File: src/rtl/uart_tx_fifo.sv
// ---------------------------------------------------------------------------
// uart_tx_fifo
//
// UART transmitter with a small transmit FIFO in front of it. Bytes are
// queued with TxD_start whenever ready is high. Each byte is then sent as a
// frame: a start bit (0), DATA_BITS data bits LSB first, an optional parity
// bit and STOP_BITS stop bits (1). The bit rate comes from the external
// uart_tick pulse, and every line change happens on a tick edge. When more
// data is queued, frames follow each other with no idle bits in between.
//
// Parameters:
//   DATA_BITS  : data bits per frame, 5..9
//   PARITY     : 0 = none, 1 = even, 2 = odd
//   STOP_BITS  : stop bits per frame, 1 or 2
//   FIFO_DEPTH : FIFO entries, a power of two in 2..64
//
// Ports:
//   clock      : single clock, rising edge
//   reset      : synchronous, active-high reset
//   uart_tick  : one-cycle baud pulse; one bit time per tick interval
//   TxD_data   : byte to enqueue
//   TxD_start  : enqueue strobe, accepted only while ready is high
//   ready      : FIFO not full
//   overflow   : one-cycle pulse after a strobe that arrived while full
//   busy       : a frame bit is currently on the line
//   fifo_count : entries queued, not counting the frame being shifted out
//   TxD        : registered serial line, idle high
// ---------------------------------------------------------------------------
module uart_tx_fifo #(
   parameter int DATA_BITS  = 8,
   parameter int PARITY     = 0,
   parameter int STOP_BITS  = 1,
   parameter int FIFO_DEPTH = 4
) (
   input  logic                              clock,
   input  logic                              reset,
   input  logic                              uart_tick,
   input  logic [DATA_BITS-1:0]              TxD_data,
   input  logic                              TxD_start,
   output logic                              ready,
   output logic                              overflow,
   output logic                              busy,
   output logic [$clog2(FIFO_DEPTH+1)-1:0]   fifo_count,
   output logic                              TxD
);

   localparam int PTR_W = $clog2(FIFO_DEPTH);
   localparam int CNT_W = $clog2(FIFO_DEPTH+1);

   // Reject parameter combinations the datapath cannot handle, at
   // elaboration time.
   if (DATA_BITS < 5 || DATA_BITS > 9) begin : g_bad_data_bits
      $error("uart_tx_fifo: DATA_BITS must be 5..9");
   end
   if (PARITY < 0 || PARITY > 2) begin : g_bad_parity
      $error("uart_tx_fifo: PARITY must be 0, 1 or 2");
   end
   if (STOP_BITS < 1 || STOP_BITS > 2) begin : g_bad_stop_bits
      $error("uart_tx_fifo: STOP_BITS must be 1 or 2");
   end
   if (FIFO_DEPTH < 2 || FIFO_DEPTH > 64 ||
       (FIFO_DEPTH & (FIFO_DEPTH - 1)) != 0) begin : g_bad_depth
      $error("uart_tx_fifo: FIFO_DEPTH must be a power of two in 2..64");
   end

   typedef enum logic [2:0] {
      ST_IDLE,
      ST_START,
      ST_DATA,
      ST_PARITY,
      ST_STOP
   } state_t;

   logic [DATA_BITS-1:0] mem [FIFO_DEPTH];
   logic [PTR_W-1:0]     wr_ptr;
   logic [PTR_W-1:0]     rd_ptr;
   logic [CNT_W-1:0]     count;

   state_t               state;
   logic [DATA_BITS-1:0] shifter;
   logic                 parity_bit;
   logic [3:0]           bit_cnt;

   logic [DATA_BITS-1:0] head;
   logic                 head_parity;
   logic                 have_data;
   logic                 last_stop;
   logic                 wr_en;
   logic                 pop;

   // ready comes straight from the registered count, so a pop in the same
   // cycle never opens a slot for a write while the FIFO is full.
   assign fifo_count  = count;
   assign ready       = (count < CNT_W'(FIFO_DEPTH));
   assign have_data   = (count != '0);
   assign head        = mem[rd_ptr];
   assign head_parity = (^head) ^ (PARITY == 2);
   assign last_stop   = (state == ST_STOP) && (bit_cnt == 4'(STOP_BITS - 1));
   assign wr_en       = TxD_start && ready && !reset;

   // The head is popped on the tick that starts a frame, either from idle
   // or straight after the last stop bit of the previous frame.
   assign pop = uart_tick && have_data && !reset &&
                ((state == ST_IDLE) || last_stop);

   // FIFO storage is not reset; count and pointers define which entries
   // are valid.
   always_ff @(posedge clock) begin
      if (wr_en) begin
         mem[wr_ptr] <= TxD_data;
      end
   end

   // Pointer and occupancy bookkeeping. The pointers are exactly PTR_W bits
   // wide, so they wrap modulo FIFO_DEPTH on their own. A write and a pop in
   // the same cycle cancel out in the count. overflow is registered: it
   // pulses on the cycle after a rejected strobe.
   always_ff @(posedge clock) begin
      if (reset) begin
         wr_ptr   <= '0;
         rd_ptr   <= '0;
         count    <= '0;
         overflow <= 1'b0;
      end else begin
         if (wr_en) begin
            wr_ptr <= wr_ptr + PTR_W'(1);
         end
         if (pop) begin
            rd_ptr <= rd_ptr + PTR_W'(1);
         end
         case ({wr_en, pop})
            2'b10:   count <= count + CNT_W'(1);
            2'b01:   count <= count - CNT_W'(1);
            default: count <= count;
         endcase
         overflow <= TxD_start && !ready;
      end
   end

   // Frame sequencer. Everything advances only on uart_tick, so each bit
   // holds for exactly one tick interval. TxD and busy are updated on the
   // same edge as the state, which keeps the line glitch-free. The shifter
   // moves one place per data bit, so TxD always takes the next LSB. Parity
   // is computed when the byte is popped and is then held until needed.
   always_ff @(posedge clock) begin
      if (reset) begin
         state      <= ST_IDLE;
         TxD        <= 1'b1;
         busy       <= 1'b0;
         bit_cnt    <= '0;
         shifter    <= '0;
         parity_bit <= 1'b0;
      end else if (uart_tick) begin
         case (state)
            ST_IDLE: begin
               if (have_data) begin
                  state      <= ST_START;
                  shifter    <= head;
                  parity_bit <= head_parity;
                  TxD        <= 1'b0;
                  busy       <= 1'b1;
               end
            end
            ST_START: begin
               state   <= ST_DATA;
               bit_cnt <= '0;
               TxD     <= shifter[0];
            end
            ST_DATA: begin
               if (bit_cnt == 4'(DATA_BITS - 1)) begin
                  bit_cnt <= '0;
                  if (PARITY != 0) begin
                     state <= ST_PARITY;
                     TxD   <= parity_bit;
                  end else begin
                     state <= ST_STOP;
                     TxD   <= 1'b1;
                  end
               end else begin
                  bit_cnt <= bit_cnt + 4'd1;
                  shifter <= shifter >> 1;
                  TxD     <= shifter[1];
               end
            end
            ST_PARITY: begin
               state   <= ST_STOP;
               bit_cnt <= '0;
               TxD     <= 1'b1;
            end
            ST_STOP: begin
               if (last_stop) begin
                  bit_cnt <= '0;
                  if (have_data) begin
                     state      <= ST_START;
                     shifter    <= head;
                     parity_bit <= head_parity;
                     TxD        <= 1'b0;
                  end else begin
                     state <= ST_IDLE;
                     TxD   <= 1'b1;
                     busy  <= 1'b0;
                  end
               end else begin
                  bit_cnt <= bit_cnt + 4'd1;
               end
            end
            default: begin
               state <= ST_IDLE;
               TxD   <= 1'b1;
               busy  <= 1'b0;
            end
         endcase
      end
   end

endmodule
File: config.mk
export PLATFORM = sky130hd
export DESIGN_NAME = uart_tx_fifo
export DESIGN_NICKNAME = d
export VERILOG_FILES = /design/src/rtl/uart_tx_fifo.sv
export SDC_FILE = /design/constraint.sdc
export NUM_CORES = 1
export LEC_CHECK = 0
export ABC_AREA = 1
export ABC_CLOCK_PERIOD_IN_PS = 2150
export CAP_MARGIN = 10
export CORE_MARGIN = 5
export CORE_UTILIZATION = 53
export CTS_CLUSTER_DIAMETER = 150
export CTS_CLUSTER_SIZE = 8
export DETAILED_ROUTE_END_ITERATION = 16
export PLACE_DENSITY = 0.76
export SLEW_MARGIN = 20
export SYNTH_ARGS = -nofsm -noshare
export SYNTH_HDL_FRONTEND = slang
export SYNTH_SLANG_ARGS = --single-unit
File: constraint.sdc
create_clock -name clock -period 2.15 [get_ports clock]
set_input_delay 0.215 -clock clock [delete_from_list [all_inputs] [get_ports clock]]
set_output_delay 0.215 -clock clock [all_outputs]
set_load 0.005 [all_outputs]
# Word-level counts from Yosys, hierarchy flattened
# Memories as Yosys holds them, arrays and structs flattened. A register that Yosys moved wholly into a read port is not among the register bits.
# Index checks and enable logic that the tools add are counted.
[totals]
ff_bits = 25
ram_bits = 32
output_inout_bits = 7
word_cells = 78
n_memories = 1
[memory_table]
columns = ["name", "depth", "width", "rd", "rd_clocked_by_memory_dff", "wr", "line_no", "text"]
rows = [
  ["mem", 4, 8, 1, 1, 1, "74", "logic [DATA_BITS-1:0] mem [FIFO_DEPTH];"],
]
[classes]
add_sub_neg = 5
n_lt_le_gt_ge = 1
n_eq_ne = 12
n_mux = 26
n_bitwise = 1
n_reduce_logical = 23
[ops]
columns = ["op", "count"]
rows = [
  ["8-bit two-way mux", 3],
  ["8-bit case mux with 3 select lines", 1],
  ["3-bit case mux with 5 select lines", 1],
  ["4-bit case mux with 3 select lines", 1],
  ["1-bit two-way mux", 10],
  ["2-bit inequality test (second input constant)", 5],
  ["3-bit two-way mux", 3],
  ["3-bit nonzero test", 3],
  ["4-bit two-way mux", 2],
  ["4-bit AND reduction", 2],
  ["1-bit logical AND", 7],
  ["3-bit by 2-bit == test with 1-bit output (second input constant)", 2],
  ["3-bit case mux with 2 select lines", 1],
  ["5-bit AND reduction", 1],
  ["2-bit by 1-bit adder with 2-bit output (second input constant)", 2],
  ["4-bit by 1-bit adder with 4-bit output (second input constant)", 1],
  ["4-bit by 3-bit == test with 1-bit output (second input constant)", 1],
  ["4-bit zero test", 1],
  ["2-bit two-way mux", 2],
  ["1-bit case mux with 4 select lines", 1],
  ["3-bit by 1-bit adder with 3-bit output (second input constant)", 1],
  ["3-bit by 1-bit == test with 1-bit output (second input constant)", 1],
  ["3-bit == test (second input constant)", 1],
  ["3-bit zero test", 1],
  ["13 further kinds", 14],
]

# Depth between registers and ports, before layout
# Gate-level depths: netlist of the first run.
[logic_depth]
word_depth = 6
mapped_depth = 13
depth_no_buf = 13

# Worst setup path before layout of the first run
# OpenSTA, ideal clock, no wires.
[synth_path]
kind = "flip-flop to flip-flop"
startpoint = "reg bit_cnt[0]"
endpoint = "reg count[2], in the netlist fifo_count[2]"
setup_time_ps = 122
arrival_time_ps = 1925
slack_ps = 103
path_stages_with_launch = 14
n_path_buf = 0
cell_sequence = "dfxtp_1 > inv_1 > ha_1 > nand3_1 > nand2_1 > nand2_2 > nor2_4 > ha_1 > inv_1 > fa_1 > a21oi_1 > o21ai_0 > o21ai_0 > a21oi_1"
[synth_via]
elab_chain_cells = 6
[synth_rtl]
columns = ["item", "line_no", "text"]
rows = [
  ["from (decl)", "82", "logic [3:0] bit_cnt;"],
  ["from (signal assigned)", "180", "bit_cnt <= bit_cnt + 4'd1;"],
  ["from (signal assigned)", "204", "bit_cnt <= bit_cnt + 4'd1;"],
  ["4-bit zero test *", "98", "assign last_stop = (state == ST_STOP) && (bit_cnt == 4'(STOP_BITS - 1));"],
  ["1-bit logical AND *", "98", ""],
  ["1-bit logical OR *", "104", "((state == ST_IDLE) || last_stop);"],
  ["1-bit logical AND *", "103", "assign pop = uart_tick && have_data && !reset &&"],
  ["net pop", "89", "logic pop;"],
  ["2-bit by 1-bit == test with 1-bit output / 2-bit == test (equally long branches)", "131", "case ({wr_en, pop})"],
  ["3-bit case mux with 2 select lines / 2-bit nonzero test (equally long branches)", "--", ""],
  ["to (signal assigned)", "132", "2'b10: count <= count + CNT_W'(1);"],
  ["to (signal assigned)", "133", "2'b01: count <= count - CNT_W'(1);"],
  ["to (signal assigned)", "134", "default: count <= count;"],
  ["to (decl)", "77", "logic [CNT_W-1:0] count;"],
]
# Mark *: on every way through the listed nets, which the timed path passes. The rest lies on a longest branch.
# A chain may end at the register's enable or synchronous reset.

# Worst setup path after layout of the first run
[layout_path]
startpoint = "reg bit_cnt[1]"
endpoint = "reg count[2], in the netlist fifo_count[2]"
# Same word-level chain as after synthesis.

==> results of run 1 <==
==> kinds of logic (layout without fill, tap and decap cells) <==
| kind of cell | after synthesis | after routing | share of synthesized area, % |
|---|---|---|---|
| adder cells (fa/ha/maj) | 8 | 8 | 3.765 |
| XOR/XNOR | 3 | 3 | 0.9196 |
| AO/OA/AOI/OAI | 45 | 45 | 9.107 |
| buffers and inverters | 35 | 75 | 5.517 |
| AND/OR/NAND/NOR | 171 | 171 | 28.15 |
| flip-flops | 59 | 59 | 52.54 |
==> critical path, delay by kind of cell (launching register included) <==
kind / cells / cell delay, ns
simple gates: 4 / 0.39
fa+ha+maj: 3 / 0.64
buf+inv: 2 / 0.14
flops: 1 / 0.33
compound gates: 4 / 0.37
==> final cells by class <==
type	count	area (sq um)	share of cell area (%)
flip-flops and latches	59	1501	44.13
multi-input cells	227	1207	35.49
repair buffers	32	285.3	8.385
clock buffers	9	123.9	3.641
inverters	28	115.1	3.384
well taps	70	87.58	2.574
clock inverters	6	81.33	2.391
==> state kept, by name (all words and copies together), names as in the netlist, named ones only <==
| register | count |
|---|---|
| TxD | 1 |
| bit_cnt | 4 |
| busy | 1 |
| fifo_count | 3 |
| mem | 32 |
| overflow | 1 |
| rd_ptr | 2 |
| shifter | 8 |
| state | 3 |
| wr_ptr | 2 |
==> layer usage <==
| layer | part of all wire (%) | track usage, % |
|---|---|---|
| met1 | 46 | 20.77 |
| met2 | 49 | 26.17 |
| met3 | 4.3 | 3.366 |
| met4 | 1.2 | 7.895 |
| met5 | 0 | 0 |
==> cells in the mapped netlist, types with 2 or more instances <==
cell	n
nand2_1	89
nor2_1	42
edfxtp_1	32
dfxtp_1	27
o21ai_0	23
inv_1	19
a21oi_1	10
nor2_2	9
o21bai_1	8
ha_1	7
nand3_1	7
inv_2	6
nand4_1	5
nor3_1	5
buf_2	4
nand2_4	4
nand2_2	3
nor2_4	3
inv_4	2
o21ai_1	2
xor2_1	2
==> power by group <==
| part | internal (uW) | total [uW] | leakage (uW) | switching, uW |
|---|---|---|---|---|
| clock network | 637 | 1050 | 0.000103 | 412 |
| registers | 1280 | 1330 | 0.000511 | 53.8 |
| logic | 253 | 670 | 0.000781 | 417 |
==> worst max-delay path by stage <==
stage | start | to | slack [ns] | depth (start not counted)
6_report | bit_cnt[1]$_SDFFE_PP0P_ | fifo_count[2]$_SDFFE_PP0P_ | 0.16 | 13
5_1_grt | bit_cnt[1]$_SDFFE_PP0P_ | fifo_count[2]$_SDFFE_PP0P_ | 0.02 | 13
3_5_place_dp | uart_tick | fifo_count[2]$_SDFFE_PP0P_ | -0.08 | 12
2_1_floorplan | bit_cnt[0]$_SDFFE_PP0P_ | fifo_count[2]$_SDFFE_PP0P_ | 0.10 | 13
3_3_place_gp | uart_tick | fifo_count[2]$_SDFFE_PP0P_ | -0.002 | 12
4_1_cts | bit_cnt[0]$_SDFFE_PP0P_ | fifo_count[2]$_SDFFE_PP0P_ | 0.03 | 13
==> cells in the final DEF (no fill, tap or decap) <==
cell type	instances
nand2_1	88
nor2_1	42
edfxtp_1	32
dfxtp_1	27
o21ai_0	21
inv_1	18
clkdlybuf4s50_1	18
buf_4	14
nor2_2	9
a21oi_1	9
clkbuf_8	9
o21bai_1	8
nand3_1	7
inv_2	7
ha_1	7
nor3_1	5
nand4_1	5
nand2_2	4
o21ai_1	4
nand2_4	4
nor2_4	3
xor2_1	2
inv_4	2
clkinv_2	2
bufinv_16	2
xnor2_1	1
a21oi_2	1
nand3_4	1
nand3_2	1
nand2_8	1
nor2_8	1
a21oi_4	1
o21ai_2	1
inv_6	1
fa_2	1
clkinv_1	1
clkinvlp_4	1
==> through the flow <==
stage                       TNS, ns  total power [uW]  instance area (sq um)
after CTS                         0              3062                   3393
after global routing              0              3208                   3402
after detailed placement   -0.07939              2018                   3188
after global placement    -0.002297              2002                   3188
final                             0              3048                   3402
after floorplan                   0              1839                   2858
==> out/results.md, run 1 <==
• **result of the run** complete, no violations
• **slack of the critical path** 0.1602 ns
• **max-capacitance violation count** 0
• **EDFF count, synth** 32
• **DRC violation count after routing** 0
• **Vias per Instance** 5.058
• **cell types with the largest area share after synthesis** edfxtp_1 34%, dfxtp_1 19%, nand2_1 12%
• **# IOs** 19
• **standard-cell rows** 26
• **number of global-route vias before repair** 2002
• **area inside the core boundary** 5172 sq um
• **number of cells on the worst reg-to-reg path** 13
• **clock tree from TritonCTS** done
• **area overhead of the layout relative to synthesis** 19.05%
• **crit end category** flop
• **leakage** 0.001394 uW
• **Power Dens Cells** 896.1 nW/um^2
• **Post-Synthesis Mean Instance Area** 8.903 sq um
• **Fin Hold WS** 0.4684 ns
• **Synthesis Warnings** 0
• **overall track demand over capacity in global routing** 16.24%
• **clock-pin slew reported for the worst setup and hold paths after clock tree synthesis** 0.06 ns
• **Synth Cell Area** 2858 sq um
• **worst clock skew** 0.009635 ns
• **clock period minus worst slack** 1.990 ns
• **number of synthesized register bits** 59
• **Avg WL per Cell** 12.54 um
• **CTS Buf Count** 9
• **register-to-register setup slack** 0.16 ns
• **Tightest Pin Transition** 0.4531 ns
• **most common flop cell mapped by yosys** edfxtp_1
• **number of distinct standard cells referenced by the synthesized netlist** 33
• **hold_sp** TxD_start
• **nets in the synthesized netlist** 341
• **number of endpoints failing setup at the final stage** 0
• **die span in y** 83.43 um
• **count of mapped cells out of synthesis** 321
• **number of iterations in the first detailed-routing pass** 4
• **final max-slew violation count** 0
• **final core area utilization** 65.77%
• **die footprint** 6961 sq um
• **final-stage net count** 377
• **Slowest cell on crit path** fa_2
• **post-route antenna net violation count** 0
• **Diodes inserted** 0
• **endpoint of the worst hold path** overflow$_SDFF_PP0_
• **Placer Congestion** 0.8392
• **total setup buffers inserted after CTS** 0
• **CP Data Required Time** 2.36 ns
• **number of cells on the worst hold path** 3
• **Yosys top cell area share** 33.63%
• **post-cts gate resize count** 0
• **total congestion overflow after global routing** 0
• **first-pass GRT wire length** 9.142 mm
• **fraction of layout cells with a size suffix above 1** 18.28%
• **worst rel slew slack** 69.68%
• **starting density of the core** 55.25%
• **worst-path maximum fanout** 3
• **total of hold buffers inserted after clock tree synthesis** 0
• **maximum number of pins on one net before global-route repair** 17
• **kind of start point of the critical path** flop
• **Max stage delay on crit path** 0.35 ns
• **reg-to-reg startpoint** bit_cnt[1]$_SDFFE_PP0P_
• **cell count after placement** 416
• **final non-filler cell total** 431
• **cells traversed along the worst timing path** inv_1, ha_1, nand3_1, nand2_2, nand2_2, nor2_4, ha_1, inv_1, fa_2, a21oi_2, o21ai_1, o21ai_1, a21oi_1
• **Fmax achieved** 502.6 MHz
• **worst path arrival time** 2.20 ns
• **fraction of the yosys area taken by sequential cells** 52.54%
• **H-tree depth reported by CTS** 3
• **number of failing hold endpoints at the final stage** 0
• **Place WS** -0.07939 ns
• **Tightest Hold Check Type** in -> reg
• **placed wire-length estimate after detailed placement** 3.738 mm
• **CTS root buf** clkbuf_8
• **RSZ-0062 raised after global routing** false
• **post-synthesis cell type with the largest combined area** edfxtp_1
• **end of the worst register-to-register path** fifo_count[2]$_SDFFE_PP0P_
• **total clock sinks** 59
• **part of the cycle the worst path needs** 92.55%
• **total wire length** 5.406 mm
• **VDD IR-drop max** 647.4 uV
• **Setup CP Type** reg -> reg
• **horizontal extent of the die** 83.43 um
• **Max Buffers Root-to-Sink** 2
• **violation count after the first detailed-route iteration** 101
• **antenna violations before repair** 0
• **count of fill cells added during filler insertion** 415
• **async set or reset register ratio after synthesis** 0%
• **overall via count from detail_route** 2180
• **Port Buf Inserts** 18
• **clock network latency to the later pin of the worst-skew pair** 0.33 ns
No activity file was read; power rests on OpenSTA's default activity.
==> inputs of run 2 (changes only) <==
RECOVER_POWER = 50   (was unset)
==> run 2 against run 1 <==
Against the previous run:
- combinational power fell by 0.6%
- via count rose by 0.37%
- non-clock buffer count unchanged
- first-iteration DRC count stayed put
- core utilization shrank 0.072 points
- wire length is 0.13% higher
==> out/results.md, run 2 (same netlist as run 1, synthesis figures left out) <==
• **reg-to-reg startpoint** bit_cnt[1]$_SDFFE_PP0P_
• **Avg WL per Cell** 12.56 um, +0.13%
• **worst clock skew** 0.009833 ns, +0.0001982 ns
• **cell area after layout** 3398 sq um, -0.11%
• **Vias per Instance** 5.077, +0.37%
• **H-tree depth reported by CTS** 3, unchanged
• **number of global-route vias before repair** 2002, unchanged
• **Diodes inserted** 0, unchanged
• **standard-cell rows** 26, unchanged
• **total congestion overflow after global routing** 0, unchanged
• **worst-path maximum fanout** 3, unchanged
• **part of the cycle the worst path needs** 93.07%, +0.53 points
• **number of endpoints failing setup at the final stage** 0, unchanged
• **Critical path origin** bit_cnt[1]$_SDFFE_PP0P_
• **total wire length** 5.413 mm, +0.13%
• **post-route antenna net violation count** 0, unchanged
• **Place WS** -0.07939 ns, unchanged
• **met3 layer wire length in the routed design** 179 um, -23%
• **Reg with most FFs** mem
• **Internal Pwr Total** 2161 uW, -0.20%
• **Port Buf Inserts** 18, unchanged
• **final max-slew violation count** 0, unchanged
• **switching power share of the total** 29.10%, +0.14 points
• **clock-pin slew reported for the worst setup and hold paths after clock tree synthesis** 0.06 ns, about the same
• **area overhead of the layout relative to synthesis** 18.91%
• **clock network latency to the later pin of the worst-skew pair** 0.33 ns, about the same
• **CTS Buf Count** 9, unchanged
• **Placer Congestion** 0.8392, unchanged
• **total setup buffers inserted after CTS** 0, unchanged
• **final-stage net count** 377, unchanged
• **worst path arrival time** 2.19 ns, about the same
• **most common library cell in the layout ignoring fill and taps** nand2_1
• **result of the run** complete, no violations
• **die span in y** 83.43 um, unchanged
• **overall track demand over capacity in global routing** 16.24%, unchanged
• **Max Buffers Root-to-Sink** 2, unchanged
• **Power Dens Cells** 897.1 nW/um^2, +0.11%
• **total placed instance area** 3188 sq um, unchanged
• **VDD IR-drop max** 649.8 uV, +0.37%
• **commonest cells after routing, fill and taps aside** 88 x nand2_1, 42 x nor2_1, 32 x edfxtp_1, 27 x dfxtp_1, 21 x o21ai_0
• **Tightest Hold Check Type** in -> reg
• **CP Data Required Time** 2.34 ns, -0.02 ns
• **number of failing hold endpoints at the final stage** 0, unchanged
• **first-pass GRT wire length** 9.142 mm, unchanged
• **Routed met1 length** 2.538 mm, +2.3%
• **largest registers** mem x32, shifter x8, bit_cnt x4
• **number of iterations in the first detailed-routing pass** 4, unchanged
• **crit end category** flop
• **fraction of layout cells with a size suffix above 1** 18.01%, -0.28 points
• **number of flip-flops in the largest register** 32, unchanged
• **CTS root buf** clkbuf_8
• **total clock sinks** 59, unchanged
• **# IOs** 19, unchanged
• **overall via count from detail_route** 2188, +0.37%
• **PnR Total Power** 3049 uW, about the same
• **uppermost layer routed** met4
• **sequential cell fraction of total power** 43.6%, about the same
• **Psw** 887.2 uW, +0.50%
• **wire length on met2** 2.619 mm, -0.23%
• **RSZ-0062 raised after global routing** false
• **leakage** 0.001397 uW, +0.17%
• **DRC violation count after routing** 0, unchanged
• **Fmax achieved** 499.7 MHz, -0.56%
• **Clk network pwr share** 34.6%, +0.2 points
• **area inside the core boundary** 5172 sq um, unchanged
• **Setup CP Type** reg -> reg
• **violation count after the first detailed-route iteration** 101, unchanged
• **die footprint** 6961 sq um, unchanged
• **maximum number of pins on one net before global-route repair** 17, unchanged
• **combinational share of power** 21.9%, about the same
• **clock tree from TritonCTS** done
• **max-capacitance violation count** 0, unchanged
• **antenna violations before repair** 0, unchanged
• **horizontal extent of the die** 83.43 um, unchanged
• **slack of the critical path** 0.1489 ns, -0.01130 ns
• **hold_sp** TxD_start
• **clock period minus worst slack** 2.001 ns, +0.01130 ns
• **placed wire-length estimate after detailed placement** 3.738 mm, unchanged
• **worst rel slew slack** 66.98%, -2.7 points
• **kind of start point of the critical path** flop
• **starting density of the core** 55.25%, unchanged
• **Tightest Pin Transition** 0.4953 ns, +0.04221 ns
## run 2: cell types whose count changed in the layout (fill, tap and decap cells not counted)
cell             delta
buf_4               -1
clkdlybuf4s50_1    -10
clkbuf_1            +1
dlygate4sd3_1      +10
## run 2: layout make-up
type	instances	area (sq um)
inverters	28	115.1
well taps	70	87.58
multi-input cells	227	1207
flip-flops and latches	59	1501
fillers	416	1774
clock inverters	6	81.33
clock buffers	9	123.9
repair buffers	32	281.5
## run 2: critical path: stages (launching register included)
cell	delay, ns
dfxtp_1	0.33
inv_1	0.08
ha_1	0.14
nand3_1	0.12
nand2_2	0.11
nand2_2	0.07
nor2_4	0.09
ha_1	0.15
inv_1	0.06
fa_2	0.51
nor2_1	0.04
a21oi_1	0.11
nor2_1	0.05
## run 2: final timing paths
kind	to	slack [ns]	cells past startpoint
setup / recovery	fifo_count[1]$_SDFFE_PP0P_	0.15	12
hold / removal	overflow$_SDFF_PP0_	0.46	3
setup reg to reg	fifo_count[1]$_SDFFE_PP0P_	0.15	12
hold reg to reg	TxD$_SDFFE_PP1P_	0.48	2
## run 2: power by group through the flow
stage	sequential [uW]	clock (uW)	combinational, uW
4_1_cts	1330	1070	668
2_1_floorplan	1340	0	497
3_3_place_gp	1350	0	654
3_5_place_dp	1350	0	665
5_1_grt	1340	1120	747
6_report	1330	1050	666
## run 2: metrics by stage
stage | setup TNS [ns] | cells | util [%] | hold WS [ns]
3_3_place_gp | -0.002297 | 416 | 61.64 | 0.4449
4_1_cts | 0 | 431 | 65.60 | 0.4545
6_report | 0 | 431 | 65.70 | 0.4606
2_1_floorplan | 0 | 321 | - | 0.3139
3_5_place_dp | -0.07939 | 416 | 61.64 | 0.4726
5_1_grt | 0 | 431 | 65.70 | 0.5047
## run 2: what timing repair did
item	CTS	global route
endpoints found under the hold margin	0	0
hold buffers	0	0
gates resized for setup	0	6
setup endpoints to repair	0	1
## run 2: per-layer routing
metal	vias up	GRT usage [%]
li1	1127	-
met1	1022	20.77
met2	29	26.17
met4	0	7.895
met5	-	0
met3	10	3.366
==> inputs of run 3 (changes only) <==
--- a/config.mk
+++ b/config.mk
@@ -10,9 +10,10 @@
 export CAP_MARGIN = 10
 export CORE_MARGIN = 5
-export CORE_UTILIZATION = 53
+export CORE_UTILIZATION = 55
+export CTS_BUF_LIST = sky130_fd_sc_hd__clkbuf_8
 export CTS_CLUSTER_DIAMETER = 150
 export CTS_CLUSTER_SIZE = 8
 export DETAILED_ROUTE_END_ITERATION = 16
-export PLACE_DENSITY = 0.76
+export PLACE_DENSITY = 0.78
 export RECOVER_POWER = 50
 export SLEW_MARGIN = 20
==> constraint.sdc (replaced) <==
create_clock -name clock -period 2.15 [get_ports clock]
set_input_delay 0.215 -clock clock [delete_from_list [all_inputs] [get_ports clock]]
set_output_delay 0.215 -clock clock [all_outputs]
set_load 0.1 [all_outputs]
==> run 3 against run 2 <==
Against the previous run:
- fmax fell by 3.1%
- count of clock-buffer cells in the layout did not move
- register-to-register slack got worse by 0.06 ns
- global-route usage rose by 2.1 points
- first-iteration DRC count rose by 27%
- highest routed layer unchanged
==> out/results.md, run 3 (same netlist as run 1, synthesis figures left out) <==
• **final max-slew violation count** 0, unchanged
• **violation count after the first detailed-route iteration** 128, +27%
• **area overhead of the layout relative to synthesis** 17.82%
• **most common library cell in the layout ignoring fill and taps** nand2_1
• **Max stage delay on crit path** 0.41 ns, -0.10 ns
• **clock period minus worst slack** 2.066 ns, +0.06452 ns
• **die footprint** 6737 sq um, -3.2%
• **Slowest cell on crit path** fa_2
• **first-pass GRT wire length** 9.156 mm, +0.15%
• **number of global-route vias before repair** 2011, +0.45%
• **Tightest Pin Transition** 1.174 ns, +0.6786 ns
• **Critical path origin** bit_cnt[0]$_SDFFE_PP0P_
• **Diodes inserted** 0, unchanged
• **Setup CP Type** reg -> reg
• **switching power share of the total** 32.82%, +3.7 points
• **largest registers** mem x32, shifter x8, bit_cnt x4
• **# IOs** 19, unchanged
• **overall via count from detail_route** 2167, -0.96%
• **Fin Hold WS** 0.4300 ns, -0.03064 ns
• **Port Buf Inserts** 18, unchanged
• **number of iterations in the first detailed-routing pass** 4, unchanged
• **Internal Pwr Total** 2035 uW, -5.8%
• **end of the worst register-to-register path** fifo_count[2]$_SDFFE_PP0P_
• **cells traversed along the worst timing path** inv_2, ha_2, nand3_2, nand2_2, nand2_2, nor2_4, ha_1, inv_1, fa_2, a21oi_2, o21ai_2, o21ai_1, a21oi_1
• **max-capacitance violation count** 0, unchanged
• **CP Data Required Time** 2.38 ns, +0.04 ns
• **Vias per Instance** 5.005, -1.4%
• **standard-cell rows** 26, unchanged
• **clock network latency to the later pin of the worst-skew pair** 0.33 ns, about the same
• **maximum number of pins on one net before global-route repair** 17, unchanged
• **fraction of layout cells with a size suffix above 1** 20.66%, +2.7 points
• **leakage** 0.001380 uW, -1.2%
• **kind of start point of the critical path** flop
• **Placer Congestion** 0.8928, +6.4%
• **Power Dens Cells** 899.6 nW/um^2, +0.28%
• **H-tree depth reported by CTS** 3, unchanged
• **crit-path most repeated cell** nand2_2
• **CTS root buf** clkbuf_8
• **overall track demand over capacity in global routing** 18.32%, +2.1 points
• **number of endpoints failing setup at the final stage** 0, unchanged
• **reg-to-reg startpoint** bit_cnt[0]$_SDFFE_PP0P_
• **total placed instance area** 3182 sq um, -0.20%
• **worst path arrival time** 2.29 ns, +0.10 ns
• **placed wire-length estimate after detailed placement** 3.850 mm, +3.0%
• **Fmax achieved** 484.1 MHz, -3.1%
• **crit end category** flop
• **CTS Buf Count** 9, unchanged
• **combinational share of power** 25.2%, +3.3 points
• **Avg WL per Cell** 12.69 um, +1.1%
• **sequential cell fraction of total power** 43.9%, +0.3 points
• **total congestion overflow after global routing** 0, unchanged
• **post-route antenna net violation count** 0, unchanged
• **antenna violations before repair** 0, unchanged
• **die span in y** 82.08 um, -1.6%
• **number of failing hold endpoints at the final stage** 0, unchanged
• **result of the run** complete, no violations
• **Reg with most FFs** mem
• **area inside the core boundary** 5075 sq um, -1.9%
• **count of fill cells added during filler insertion** 427, +2.6%
• **Clk network pwr share** 30.9%, -3.7 points
• **starting density of the core** 56.31%, +1.1 points
• **CP endpoint** fifo_count[2]$_SDFFE_PP0P_
• **number of cells on the worst reg-to-reg path** 13, +1
• **worst rel slew slack** 22.07%, -45 points
• **DRC violation count after routing** 0, unchanged
• **part of the cycle the worst path needs** 96.07%, +3.0 points
• **final-stage net count** 378, +0.27%
• **number of flip-flops in the largest register** 32, unchanged
• **register-to-register setup slack** 0.08 ns, -0.06 ns
• **Tightest Hold Check Type** in -> reg
• **Max Buffers Root-to-Sink** 2, unchanged
• **VDD IR-drop max** 489.2 uV, -25%
• **Psw** 994.0 uW, +12%
• **total clock sinks** 59, unchanged
• **worst-path maximum fanout** 3, unchanged
• **cell area after layout** 3367 sq um, -0.92%
• **clock tree from TritonCTS** done
• **worst clock skew** 0.007609 ns, -0.002225 ns
• **commonest cells after routing, fill and taps aside** 88 x nand2_1, 42 x nor2_1, 32 x edfxtp_1, 23 x dfxtp_1, 21 x o21ai_0
• **horizontal extent of the die** 82.08 um, -1.6%
• **clock-pin slew reported for the worst setup and hold paths after clock tree synthesis** 0.07 ns, about the same
• **total wire length** 5.496 mm, +1.5%
run 3: cell count changes in the layout (fill, tap and decap cells not counted), moves of 2 or more:
cell             change
inv_1                -2
buf_4                +2
clkdlybuf4s50_1      -6
clkbuf_1             +6
clkinv_1             +2
dfxtp_4              +3
dfxtp_1              -4
inv_2                +2
run 3: per-stage QoR:
stage | setup TNS (ns) | utilization [%] | total power (uW) | worst slack [ns] | cells
3_3_place_gp | -0.02020 | 62.70 | 2095 | -0.02020 | 416
2_1_floorplan | 0 | - | 1940 | 0.05136 | 321
4_1_cts | 0 | 66.30 | 3053 | 0.01207 | 432
5_1_grt | -0.03934 | 66.35 | 3202 | -0.03934 | 433
3_5_place_dp | -0.06826 | 62.70 | 2112 | -0.06826 | 416
6_report | 0 | 66.35 | 3029 | 0.08439 | 433
run 3: timing repair:
| item | CTS | global route |
|---|---|---|
| resized for setup | 0 | 11 |
| buffers inserted | 0 | 1 |
| endpoints found under the setup margin | 0 | 1 |
| hold buffers | 0 | 0 |
run 3: worst min path at each step:
stage	startpoint	endpoint	depth (start not counted)
finish	TxD_start	overflow$_SDFF_PP0_	3
global route	TxD_start	overflow$_SDFF_PP0_	3
detailed placement	TxD$_SDFFE_PP1P_	TxD$_SDFFE_PP1P_	2
CTS	TxD_start	overflow$_SDFF_PP0_	3
global placement	TxD$_SDFFE_PP1P_	TxD$_SDFFE_PP1P_	2
floorplan	TxD_data[0]	mem[0][0]$_DFFE_PP_	0
run 3: metal layers:
metal / vias to the layer above / part of all wire, % / track usage [%]
li1: 1121 / - / -
met4: 0 / 1.9 / 8.804
met2: 39 / 51 / 29.73
met5: - / 0 / 0
met1: 997 / 43 / 22.88
met3: 10 / 4.1 / 4.386
run 3: area by class of cell:
cell class                      instances  area [sq um]  area share, %
Timing Repair Buffer                   33         249.0          7.395
Sequential cell                        59          1514          44.96
Inverter                               28         115.1          3.419
Clock buffer                            9         123.9          3.679
Clock inverter                          7         58.81          1.747
Tap cell                               70         87.58          2.601
Multi-Input combinational cell        227          1219          36.19
run 3: critical path: cells and delay by family, from the launching register on:
kind	cells	cell delay, ns
buf+inv	2	0.14
compound gates	4	0.37
fa+ha+maj	3	0.73
flops	1	0.33
simple gates	4	0.38
run 3: power by group through the flow:
stage	Combinational [uW]	Clock (uW)	Sequential (uW)
2_1_floorplan	502	0	1440
3_3_place_gp	747	0	1350
3_5_place_dp	761	0	1350
4_1_cts	764	961	1330
5_1_grt	851	1010	1340
6_report	764	936	1330
